$ cat config.mk
export PLATFORM = sky130hd
export DESIGN_NAME = id_ex_flat
export DESIGN_NICKNAME = d
export VERILOG_FILES = /design/src/rtl/id_ex_if.sv /design/src/rtl/id_ex.sv /design/src/flat_wrapper.sv
export SDC_FILE = /design/constraint.sdc
export NUM_CORES = 1
export LEC_CHECK = 0
export CAP_MARGIN = 20
export CORE_UTILIZATION = 40
export CTS_BUF_LIST = sky130_fd_sc_hd__clkbuf_2 sky130_fd_sc_hd__clkbuf_4 sky130_fd_sc_hd__clkbuf_8
export DETAILED_ROUTE_END_ITERATION = 8
export PLACE_DENSITY = 0.8
export SETUP_SLACK_MARGIN = 0.4
export SLEW_MARGIN = 20
export SYNTH_ARGS = -nofsm -noshare
export SYNTH_HDL_FRONTEND = slang
export SYNTH_SLANG_ARGS = --single-unit
$ cat constraint.sdc
create_clock -name clk -period 1.9 [get_ports clk]
set_input_delay 0.19 -clock clk [delete_from_list [all_inputs] [get_ports clk]]
set_output_delay 0.19 -clock clk [all_outputs]
set_load 0.01 [all_outputs]
$ cat src/rtl/id_ex_if.sv
// ID/EX pipeline register interface: ID-stage controls/operands in, EX-stage copies out.
interface id_ex_if;
  localparam int unsigned DATA_W = 32;
  localparam int unsigned REG_W  = 5;

  logic              flush;
  logic              stall;
  logic              hold;
  logic              id_valid;

  logic [1:0]        jump_in;
  logic              branch_in;
  logic              mem_read_in;
  logic [1:0]        mem_to_reg_in;
  logic              mem_write_in;
  logic              alu_src_in;
  logic              reg_write_in;
  logic [1:0]        reg_dst_in;
  logic [3:0]        alu_op_in;
  logic [DATA_W-1:0] rs_data_in;
  logic [DATA_W-1:0] rt_data_in;
  logic [DATA_W-1:0] imm_in;
  logic [DATA_W-1:0] pc4_in;
  logic [REG_W-1:0]  rs_in;
  logic [REG_W-1:0]  rt_in;
  logic [REG_W-1:0]  rd_in;
  logic [REG_W-1:0]  shamt_in;

  logic              ex_valid;
  logic [1:0]        jump_out;
  logic              branch_out;
  logic              mem_read_out;
  logic [1:0]        mem_to_reg_out;
  logic              mem_write_out;
  logic              alu_src_out;
  logic              reg_write_out;
  logic [1:0]        reg_dst_out;
  logic [3:0]        alu_op_out;
  logic [DATA_W-1:0] rs_data_out;
  logic [DATA_W-1:0] rt_data_out;
  logic [DATA_W-1:0] imm_out;
  logic [DATA_W-1:0] pc4_out;
  logic [REG_W-1:0]  rs_out;
  logic [REG_W-1:0]  rt_out;
  logic [REG_W-1:0]  rd_out;
  logic [REG_W-1:0]  shamt_out;

  modport master (
    output flush, stall, hold, id_valid,
           jump_in, branch_in, mem_read_in, mem_to_reg_in, mem_write_in,
           alu_src_in, reg_write_in, reg_dst_in, alu_op_in,
           rs_data_in, rt_data_in, imm_in, pc4_in, rs_in, rt_in, rd_in, shamt_in,
    input  ex_valid,
           jump_out, branch_out, mem_read_out, mem_to_reg_out, mem_write_out,
           alu_src_out, reg_write_out, reg_dst_out, alu_op_out,
           rs_data_out, rt_data_out, imm_out, pc4_out, rs_out, rt_out, rd_out, shamt_out
  );

  modport slave (
    input  flush, stall, hold, id_valid,
           jump_in, branch_in, mem_read_in, mem_to_reg_in, mem_write_in,
           alu_src_in, reg_write_in, reg_dst_in, alu_op_in,
           rs_data_in, rt_data_in, imm_in, pc4_in, rs_in, rt_in, rd_in, shamt_in,
    output ex_valid,
           jump_out, branch_out, mem_read_out, mem_to_reg_out, mem_write_out,
           alu_src_out, reg_write_out, reg_dst_out, alu_op_out,
           rs_data_out, rt_data_out, imm_out, pc4_out, rs_out, rt_out, rd_out, shamt_out
  );
endinterface

$ cat src/rtl/id_ex.sv
// ID/EX pipeline register with bubble insertion (flush > stall > hold > load).
// Optional saturating bubble counter enabled by defining ID_EX_BUBBLE_CNT_EN.
module id_ex (
  input  logic        clk,
  input  logic        rst_n,
  id_ex_if.slave      bus
`ifdef ID_EX_BUBBLE_CNT_EN
  ,
  output logic [15:0] bubble_cnt
`endif
);

  logic bubble;
  assign bubble = bus.flush | bus.stall;

  // Pipeline register: a bubble zeroes everything, hold freezes, otherwise load.
  always_ff @(posedge clk or negedge rst_n) begin
    if (!rst_n) begin
      bus.ex_valid       <= 1'b0;
      bus.jump_out       <= '0;
      bus.branch_out     <= 1'b0;
      bus.mem_read_out   <= 1'b0;
      bus.mem_to_reg_out <= '0;
      bus.mem_write_out  <= 1'b0;
      bus.alu_src_out    <= 1'b0;
      bus.reg_write_out  <= 1'b0;
      bus.reg_dst_out    <= '0;
      bus.alu_op_out     <= '0;
      bus.rs_data_out    <= '0;
      bus.rt_data_out    <= '0;
      bus.imm_out        <= '0;
      bus.pc4_out        <= '0;
      bus.rs_out         <= '0;
      bus.rt_out         <= '0;
      bus.rd_out         <= '0;
      bus.shamt_out      <= '0;
    end else if (bubble) begin
      bus.ex_valid       <= 1'b0;
      bus.jump_out       <= '0;
      bus.branch_out     <= 1'b0;
      bus.mem_read_out   <= 1'b0;
      bus.mem_to_reg_out <= '0;
      bus.mem_write_out  <= 1'b0;
      bus.alu_src_out    <= 1'b0;
      bus.reg_write_out  <= 1'b0;
      bus.reg_dst_out    <= '0;
      bus.alu_op_out     <= '0;
      bus.rs_data_out    <= '0;
      bus.rt_data_out    <= '0;
      bus.imm_out        <= '0;
      bus.pc4_out        <= '0;
      bus.rs_out         <= '0;
      bus.rt_out         <= '0;
      bus.rd_out         <= '0;
      bus.shamt_out      <= '0;
    end else if (!bus.hold) begin
      bus.ex_valid       <= bus.id_valid;
      bus.jump_out       <= bus.jump_in;
      bus.branch_out     <= bus.branch_in;
      bus.mem_read_out   <= bus.mem_read_in;
      bus.mem_to_reg_out <= bus.mem_to_reg_in;
      bus.mem_write_out  <= bus.mem_write_in;
      bus.alu_src_out    <= bus.alu_src_in;
      bus.reg_write_out  <= bus.reg_write_in;
      bus.reg_dst_out    <= bus.reg_dst_in;
      bus.alu_op_out     <= bus.alu_op_in;
      bus.rs_data_out    <= bus.rs_data_in;
      bus.rt_data_out    <= bus.rt_data_in;
      bus.imm_out        <= bus.imm_in;
      bus.pc4_out        <= bus.pc4_in;
      bus.rs_out         <= bus.rs_in;
      bus.rt_out         <= bus.rt_in;
      bus.rd_out         <= bus.rd_in;
      bus.shamt_out      <= bus.shamt_in;
    end
  end

`ifdef ID_EX_BUBBLE_CNT_EN
  localparam int unsigned CNT_W = 16;

  // Saturating count of inserted bubbles.
  always_ff @(posedge clk or negedge rst_n) begin
    if (!rst_n) begin
      bubble_cnt <= '0;
    end else if (bubble && (bubble_cnt != {CNT_W{1'b1}})) begin
      bubble_cnt <= bubble_cnt + CNT_W'(1);
    end
  end
`endif

endmodule

$ cat src/flat_wrapper.sv
// flat-port wrapper written by rule: the top's interface ports become plain ports
module id_ex_flat 
  (clk, rst_n, bus_flush, bus_stall, bus_hold, bus_id_valid, bus_jump_in, bus_branch_in, bus_mem_read_in, bus_mem_to_reg_in, bus_mem_write_in, bus_alu_src_in, bus_reg_write_in, bus_reg_dst_in, bus_alu_op_in, bus_rs_data_in, bus_rt_data_in, bus_imm_in, bus_pc4_in, bus_rs_in, bus_rt_in, bus_rd_in, bus_shamt_in, bus_ex_valid, bus_jump_out, bus_branch_out, bus_mem_read_out, bus_mem_to_reg_out, bus_mem_write_out, bus_alu_src_out, bus_reg_write_out, bus_reg_dst_out, bus_alu_op_out, bus_rs_data_out, bus_rt_data_out, bus_imm_out, bus_pc4_out, bus_rs_out, bus_rt_out, bus_rd_out, bus_shamt_out);
  id_ex_if bus_i ();
  input  logic clk;
  input  logic rst_n;
  input wire logic [$bits(bus_i.flush)-1:0] bus_flush;
  input wire logic [$bits(bus_i.stall)-1:0] bus_stall;
  input wire logic [$bits(bus_i.hold)-1:0] bus_hold;
  input wire logic [$bits(bus_i.id_valid)-1:0] bus_id_valid;
  input wire logic [$bits(bus_i.jump_in)-1:0] bus_jump_in;
  input wire logic [$bits(bus_i.branch_in)-1:0] bus_branch_in;
  input wire logic [$bits(bus_i.mem_read_in)-1:0] bus_mem_read_in;
  input wire logic [$bits(bus_i.mem_to_reg_in)-1:0] bus_mem_to_reg_in;
  input wire logic [$bits(bus_i.mem_write_in)-1:0] bus_mem_write_in;
  input wire logic [$bits(bus_i.alu_src_in)-1:0] bus_alu_src_in;
  input wire logic [$bits(bus_i.reg_write_in)-1:0] bus_reg_write_in;
  input wire logic [$bits(bus_i.reg_dst_in)-1:0] bus_reg_dst_in;
  input wire logic [$bits(bus_i.alu_op_in)-1:0] bus_alu_op_in;
  input wire logic [$bits(bus_i.rs_data_in)-1:0] bus_rs_data_in;
  input wire logic [$bits(bus_i.rt_data_in)-1:0] bus_rt_data_in;
  input wire logic [$bits(bus_i.imm_in)-1:0] bus_imm_in;
  input wire logic [$bits(bus_i.pc4_in)-1:0] bus_pc4_in;
  input wire logic [$bits(bus_i.rs_in)-1:0] bus_rs_in;
  input wire logic [$bits(bus_i.rt_in)-1:0] bus_rt_in;
  input wire logic [$bits(bus_i.rd_in)-1:0] bus_rd_in;
  input wire logic [$bits(bus_i.shamt_in)-1:0] bus_shamt_in;
  output wire logic [$bits(bus_i.ex_valid)-1:0] bus_ex_valid;
  output wire logic [$bits(bus_i.jump_out)-1:0] bus_jump_out;
  output wire logic [$bits(bus_i.branch_out)-1:0] bus_branch_out;
  output wire logic [$bits(bus_i.mem_read_out)-1:0] bus_mem_read_out;
  output wire logic [$bits(bus_i.mem_to_reg_out)-1:0] bus_mem_to_reg_out;
  output wire logic [$bits(bus_i.mem_write_out)-1:0] bus_mem_write_out;
  output wire logic [$bits(bus_i.alu_src_out)-1:0] bus_alu_src_out;
  output wire logic [$bits(bus_i.reg_write_out)-1:0] bus_reg_write_out;
  output wire logic [$bits(bus_i.reg_dst_out)-1:0] bus_reg_dst_out;
  output wire logic [$bits(bus_i.alu_op_out)-1:0] bus_alu_op_out;
  output wire logic [$bits(bus_i.rs_data_out)-1:0] bus_rs_data_out;
  output wire logic [$bits(bus_i.rt_data_out)-1:0] bus_rt_data_out;
  output wire logic [$bits(bus_i.imm_out)-1:0] bus_imm_out;
  output wire logic [$bits(bus_i.pc4_out)-1:0] bus_pc4_out;
  output wire logic [$bits(bus_i.rs_out)-1:0] bus_rs_out;
  output wire logic [$bits(bus_i.rt_out)-1:0] bus_rt_out;
  output wire logic [$bits(bus_i.rd_out)-1:0] bus_rd_out;
  output wire logic [$bits(bus_i.shamt_out)-1:0] bus_shamt_out;
  assign bus_i.flush = bus_flush;
  assign bus_i.stall = bus_stall;
  assign bus_i.hold = bus_hold;
  assign bus_i.id_valid = bus_id_valid;
  assign bus_i.jump_in = bus_jump_in;
  assign bus_i.branch_in = bus_branch_in;
  assign bus_i.mem_read_in = bus_mem_read_in;
  assign bus_i.mem_to_reg_in = bus_mem_to_reg_in;
  assign bus_i.mem_write_in = bus_mem_write_in;
  assign bus_i.alu_src_in = bus_alu_src_in;
  assign bus_i.reg_write_in = bus_reg_write_in;
  assign bus_i.reg_dst_in = bus_reg_dst_in;
  assign bus_i.alu_op_in = bus_alu_op_in;
  assign bus_i.rs_data_in = bus_rs_data_in;
  assign bus_i.rt_data_in = bus_rt_data_in;
  assign bus_i.imm_in = bus_imm_in;
  assign bus_i.pc4_in = bus_pc4_in;
  assign bus_i.rs_in = bus_rs_in;
  assign bus_i.rt_in = bus_rt_in;
  assign bus_i.rd_in = bus_rd_in;
  assign bus_i.shamt_in = bus_shamt_in;
  assign bus_ex_valid = bus_i.ex_valid;
  assign bus_jump_out = bus_i.jump_out;
  assign bus_branch_out = bus_i.branch_out;
  assign bus_mem_read_out = bus_i.mem_read_out;
  assign bus_mem_to_reg_out = bus_i.mem_to_reg_out;
  assign bus_mem_write_out = bus_i.mem_write_out;
  assign bus_alu_src_out = bus_i.alu_src_out;
  assign bus_reg_write_out = bus_i.reg_write_out;
  assign bus_reg_dst_out = bus_i.reg_dst_out;
  assign bus_alu_op_out = bus_i.alu_op_out;
  assign bus_rs_data_out = bus_i.rs_data_out;
  assign bus_rt_data_out = bus_i.rt_data_out;
  assign bus_imm_out = bus_i.imm_out;
  assign bus_pc4_out = bus_i.pc4_out;
  assign bus_rs_out = bus_i.rs_out;
  assign bus_rt_out = bus_i.rt_out;
  assign bus_rd_out = bus_i.rd_out;
  assign bus_shamt_out = bus_i.shamt_out;
  id_ex u_core (.clk(clk), .rst_n(rst_n), .bus(bus_i));
endmodule
==> impl_metrics.env, run 1 <==
export IMPL_start_util_pct=41.4
export IMPL_cts_buffers=17
export IMPL_cp_slowest_cell="dfrtp_1"
export IMPL_place_congestion=0.753
export IMPL_combPwrFrac_pct=14.7
export IMPL_critPathBufInv=1
export IMPL_syn_avg_cell_area_sq_um=12.6
export IMPL_drt_first_iter_violations=192
export IMPL_die_w_um=131
export IMPL_drt_wl_total_um=17700
export IMPL_hold_ws_ns=0.235
export IMPL_grt_overflow_total=0
export IMPL_p_clk_share_pct=35.1
export IMPL_first_global_vias=4972
export IMPL_yosysWarnings=0
export IMPL_cellLeakagePower_nw=5.67
export IMPL_crit_required_ns=1.71
export IMPL_path_clk_slew_ns=0.09
export IMPL_slew_headroom_pct=72.0
export IMPL_end_kind="output port"
export IMPL_grtUsageMet2_pct=34.8
export IMPL_htreeDepth=4
export IMPL_sw_frac_of_total_pct=24.5
export IMPL_antennaDiodeCount=0
export IMPL_cts_path_max_buffers=2
export IMPL_io_pins=333
export IMPL_post_cts_buffers=0
export IMPL_die_h_um=131
export IMPL_maxCapViolations=0
export IMPL_crit_path_start_kind="flip-flop"
export IMPL_clock_skew_final_ns=0
export IMPL_synth_nets=698
export IMPL_grt_busiest_layer="met2"
export IMPL_total_power_w=0.00728
export IMPL_synth_cell_area_sq_um=6650
export IMPL_yosys_register_bits=164
export IMPL_use_met1_pct=23.9
export IMPL_row_count=46
export IMPL_cp_max_fo=2
export IMPL_path_class="flip-flop to output port"
export IMPL_grt_max_degree=71
export IMPL_grt_use_met3_pct=8.10
export IMPL_nets=1027
export IMPL_regToRegSetupSlack_ns=1.15
export IMPL_grt_pass1_wl_um=26700
export IMPL_avgViaCountPerCell=4.63
export IMPL_clock_latency_ns=0.44
export IMPL_core_sq_um=16100
export IMPL_yosysSeqAreaShare_pct=61.7
export IMPL_fin_ws_ns=0.545
export IMPL_port_buffers=332
export IMPL_path_cells="dlygate4sd2_1"
export IMPL_layout_drive_gt1_share_pct=5.51
export IMPL_seqPwrFrac_pct=50.1
export IMPL_outcome="completed"
export IMPL_cts_tree="done"
export IMPL_drc=0
export IMPL_worstMarginPinSlew_ns=0.420
export IMPL_dr_pass1_iters=4
export IMPL_p_sw_w=0.00178
export IMPL_hpwl_um=12900
export IMPL_final_max_slew_viol_count=0
export IMPL_track_usage_pct=20.8
export IMPL_antenna_found_initial=0
export IMPL_min_path_type="primary input to asynchronous set/reset pin"
export IMPL_final_antenna_net_count=0
export IMPL_min_period_ns=1.35
export IMPL_num_vias=5028
export IMPL_critPathArrivalTime_ns=1.16
export IMPL_finalCritPeriodShare_pct=71.3
export IMPL_clock_sinks=164
export IMPL_synth_cell_type_count=7
export IMPL_die_area_sq_um=17200
export IMPL_cp_top_family="flip-flops"
export IMPL_post_place_ws_ns=0.478
export IMPL_cts_root_buf="clkbuf_8"
export IMPL_slowest_delay_ns=0.42
export IMPL_hold_violations=0
export IMPL_ir_drop_v=0.000516
export IMPL_max_freq_mhz=738
export IMPL_rsz0062_at_grt="false"
export IMPL_wl_per_cell_um=16.2
export IMPL_p_int_w=0.00550
export IMPL_p_per_area_nw_per_um2=702
export IMPL_syn_to_final_growth_pct=56.0
export IMPL_setup_tns_final_ns=0
export IMPL_setup_viol=0
export IMPL_synth_cells=529
-- power by group through the flow --
stage / logic [W] / clock network, W / registers, W
final: 0.00107 / 0.00256 / 0.00365
after global routing: 0.00117 / 0.00280 / 0.00366
after CTS: 0.00109 / 0.00265 / 0.00365
after detailed placement: 0.00116 / 0 / 0.00372
after global placement: 0.00115 / 0 / 0.00372
after floorplan: 0.000395 / 0 / 0.00377
-- sequential cells by signal, indices dropped and copies added, names as in the netlist, 2 cells and up --
name                       flops
u_core.bus.rd_out              5
u_core.bus.pc4_out            32
u_core.bus.rs_out              5
u_core.bus.imm_out            32
u_core.bus.shamt_out           5
u_core.bus.reg_dst_out         2
u_core.bus.alu_op_out          4
u_core.bus.jump_out            2
u_core.bus.rt_data_out        32
u_core.bus.mem_to_reg_out      2
u_core.bus.rt_out              5
u_core.bus.rs_data_out        32
-- path summary, 6_finish.rpt --
kind / endpoint / from / depth (start not counted)
max: bus_imm_out[25] / u_core.bus.imm_out[25]$_DFFE_PN0P_ / 1
min: u_core.bus.alu_op_out[3]$_DFFE_PN0P_ / rst_n / 2
max reg2reg: u_core.bus.imm_out[10]$_DFFE_PN0P_ / u_core.bus.imm_out[10]$_DFFE_PN0P_ / 2
min reg2reg: u_core.bus.rs_data_out[8]$_DFFE_PN0P_ / u_core.bus.rs_data_out[8]$_DFFE_PN0P_ / 2
max in group asynchronous: u_core.bus.rt_out[4]$_DFFE_PN0P_ / rst_n / 3
min in group clk: u_core.bus.rt_data_out[18]$_DFFE_PN0P_ / bus_hold / 3
-- per-stage QoR --
stage               instances  util (%)  cell area (sq um)
finish                   1087      64.6              10400
global route             1087      64.6              10400
CTS                      1087      64.6              10400
detailed placement       1054      63.3              10200
global placement         1054      63.3              10200
floorplan                 529         -               6650
-- placed cells by master, fill, tap and decap left out, drive strengths merged --
master and n:
mux2i 164, dlygate4sd2 164, dlygate4sd3 1, clkbuf 23, dfrtp 164, clkinvlp 5, clkinv 1, buf 14
inv 2, or2 1, nor2 164, clkdlybuf4s50 166, bufinv 2
-- timing repair --
| action | 4_1_cts | 5_1_grt |
|---|---|---|
| endpoints found under the setup margin | 164 | 0 |
| resized for setup | 164 | 0 |
| hold buffers | 1 | 0 |
| hold endpoints to repair | 38 | 0 |
-- metal layers --
metal	vias to the layer above	routed length, um
met4	0	384
li1	2415	-
met3	27	1760
met2	204	8700
met1	2382	6810
met5	-	0
-- Yosys cell counts --
master   instances  area [sq um]
mux2i_1        164          1640
buf_6           16           180
nor2_1         164           616
dfrtp_1        164          4100
buf_2           18          90.1
buf_4            2          15.0
or2_1            1          6.26
-- logic make-up after synthesis --
kind of cell           synth area share (%)
AND/OR/NAND/NOR                        9.35
multiplexers                           24.7
buffers and inverters                  4.29
flip-flops                             61.7
-- cell type report --
type	count	area, sq um
fillers	1308	5680
repair buffers	346	3330
multi-input cells	329	2270
clock buffers	22	284
flip-flops and latches	164	4100
well taps	216	270
clock inverters	10	124
(Power assumes the default switching activity.)
==> inputs of run 2 (changes only) <==
==> constraint.sdc (replaced) <==
create_clock -name clk -period 1.25 [get_ports clk]
set_input_delay 0.125 -clock clk [delete_from_list [all_inputs] [get_ports clk]]
set_output_delay 0.125 -clock clk [all_outputs]
set_load 0.01 [all_outputs]
==> impl_metrics.env, run 2 (synthesis gave the netlist of run 1 again) <==
export IMPL_combPwrFrac_pct=17.2
export IMPL_grt_overflow_total=0
export IMPL_crit_required_ns=1.12
export IMPL_htreeDepth=4
export IMPL_hpwl_um=13400
export IMPL_final_antenna_net_count=0
export IMPL_p_per_area_nw_per_um2=1010
export IMPL_hold_violations=0
export IMPL_cts_path_max_buffers=2
export IMPL_cts_root_buf="clkbuf_8"
export IMPL_die_area_sq_um=17200
export IMPL_max_freq_mhz=864
export IMPL_cts_buffers=17
export IMPL_cellLeakagePower_nw=5.92
export IMPL_final_util_pct=69.7
export IMPL_maxCapViolations=0
export IMPL_rsz0062_at_grt="true"
export IMPL_final_max_slew_viol_count=0
export IMPL_drt_wl_total_um=20500
export IMPL_port_buffers=332
export IMPL_dr_pass1_iters=4
export IMPL_seqPwrFrac_pct=49.5
export IMPL_critPathArrivalTime_ns=1.03
export IMPL_io_pins=333
export IMPL_finalCritPeriodShare_pct=92.6
export IMPL_first_global_vias=5344
export IMPL_avgViaCountPerCell=4.67
export IMPL_setup_tns_final_ns=0
export IMPL_cp_slowest_cell="dfrtp_1"
export IMPL_sw_frac_of_total_pct=26.1
export IMPL_setup_viol=0
export IMPL_row_count=46
export IMPL_syn_to_final_growth_pct=68.2
export IMPL_wl_per_cell_um=17.3
export IMPL_nets=1126
export IMPL_place_congestion=0.745
export IMPL_p_sw_w=0.00294
export IMPL_p_int_w=0.00833
export IMPL_end_kind="output port"
export IMPL_grt_max_degree=40
export IMPL_outcome="completed"
export IMPL_drc=0
export IMPL_die_w_um=131
export IMPL_cts_tree="done"
export IMPL_min_period_ns=1.16
export IMPL_drt_first_iter_violations=192
export IMPL_p_clk_share_pct=33.3
export IMPL_clock_latency_ns=0.44
export IMPL_cp_max_fo=2
export IMPL_track_usage_pct=21.9
export IMPL_grt_pass1_wl_um=27900
export IMPL_slew_headroom_pct=76.0
export IMPL_worstMarginPinSlew_ns=0.361
export IMPL_start_util_pct=41.4
export IMPL_antenna_found_initial=0
export IMPL_layout_drive_gt1_share_pct=32.9
export IMPL_slowest_delay_ns=0.43
export IMPL_path_cells="buf_2"
export IMPL_crit_path_start_kind="flip-flop"
export IMPL_path_class="flip-flop to output port"
export IMPL_ir_drop_v=0.000615
export IMPL_critPathBufInv=1
export IMPL_clock_sinks=164
export IMPL_num_vias=5540
export IMPL_min_path_type="primary input to flip-flop"
export IMPL_die_h_um=131
export IMPL_core_sq_um=16100
export IMPL_antennaDiodeCount=0
export IMPL_cp_top_family="flip-flops"
export IMPL_clock_skew_final_ns=0
export IMPL_layout_common_cells="clkdlybuf4s50_1 (164), dfrtp_1 (164), mux2i_1 (160), nor2_1 (160), buf_6 (107)"
export IMPL_path_clk_slew_ns=0.09
==> run 2: cell count changes in the layout (fill, tap and decap cells not counted), moves of 4 or more <==
cell / before / now
buf_4: 5 / 58
buf_6: 1 / 107
clkbuf_16: 0 / 4
mux2i_1: 164 / 160
dlygate4sd2_1: 164 / 1
nor2_1: 164 / 160
buf_2: 0 / 95
nor2_2: 0 / 4
==> run 2: final cells by class <==
type / instances / area, sq um
Tap cell: 216 / 270
Sequential cell: 164 / 4100
Clock buffer: 19 / 262
Timing Repair Buffer: 443 / 4120
Multi-Input combinational cell: 331 / 2310
Fill cell: 1124 / 4870
Clock inverter: 13 / 123
==> run 2: power groups by stage <==
stage,Combinational [W],Sequential (W),Clock (W)
finish,0.00194,0.00557,0.00375
global route,0.00208,0.00559,0.00405
CTS,0.00179,0.00556,0.00384
detailed placement,0.00181,0.00566,0
global placement,0.00179,0.00566,0
floorplan,0.000601,0.00573,0
==> run 2: final timing paths <==
check                                                            from                                endpoint  slack, ns  cells past startpoint
worst max register to register       u_core.bus.rs_out[4]$_DFFE_PN0P_        u_core.bus.rs_out[4]$_DFFE_PN0P_       0.29                      4
worst min register to register  u_core.bus.rt_data_out[1]$_DFFE_PN0P_   u_core.bus.rt_data_out[1]$_DFFE_PN0P_       0.52                      2
max in group asynchronous                                       rst_n        u_core.bus.rt_out[2]$_DFFE_PN0P_       0.53                      3
worst max-delay path               u_core.bus.imm_out[18]$_DFFE_PN0P_                         bus_imm_out[18]       0.09                      1
worst min-delay path                                         bus_hold  u_core.bus.rs_data_out[11]$_DFFE_PN0P_       0.10                      3
min in group asynchronous                                       rst_n  u_core.bus.rs_data_out[29]$_DFFE_PN0P_       0.15                      2
==> run 2: layer usage <==
layer | track usage, % | vias up | wire length (um)
met3 | 7.90 | 34 | 1640
met2 | 38.5 | 213 | 10700
met1 | 24.0 | 2680 | 7650
met5 | 0 | - | 0
met4 | 9.06 | 0 | 524
li1 | - | 2613 | -
==> run 2: metrics by stage <==
| stage | hold slack [ns] | setup slack, ns | power (W) | instance area, sq um | instances |
|---|---|---|---|---|---|
| 2_1_floorplan | -0.171 | 0.429 | 0.00634 | 6650 | 529 |
| 3_3_place_gp | 0.0444 | -0.0772 | 0.00744 | 10300 | 1062 |
| 3_5_place_dp | 0.0469 | -0.111 | 0.00747 | 10300 | 1062 |
| 4_1_cts | 0.0751 | 0.0556 | 0.0112 | 10500 | 1140 |
| 5_1_grt | 0.0924 | 0.0479 | 0.0117 | 11200 | 1186 |
| 6_report | 0.104 | 0.0931 | 0.0113 | 11200 | 1186 |
==> run 2: timing repair <==
item	4_1_cts	5_1_grt
pin swaps	1	28
endpoints found under the setup margin	208	252
hold endpoints to repair	164	0
hold buffers	1	0
setup buffers	44	41
gates resized for setup	715	69
cloned	1	5
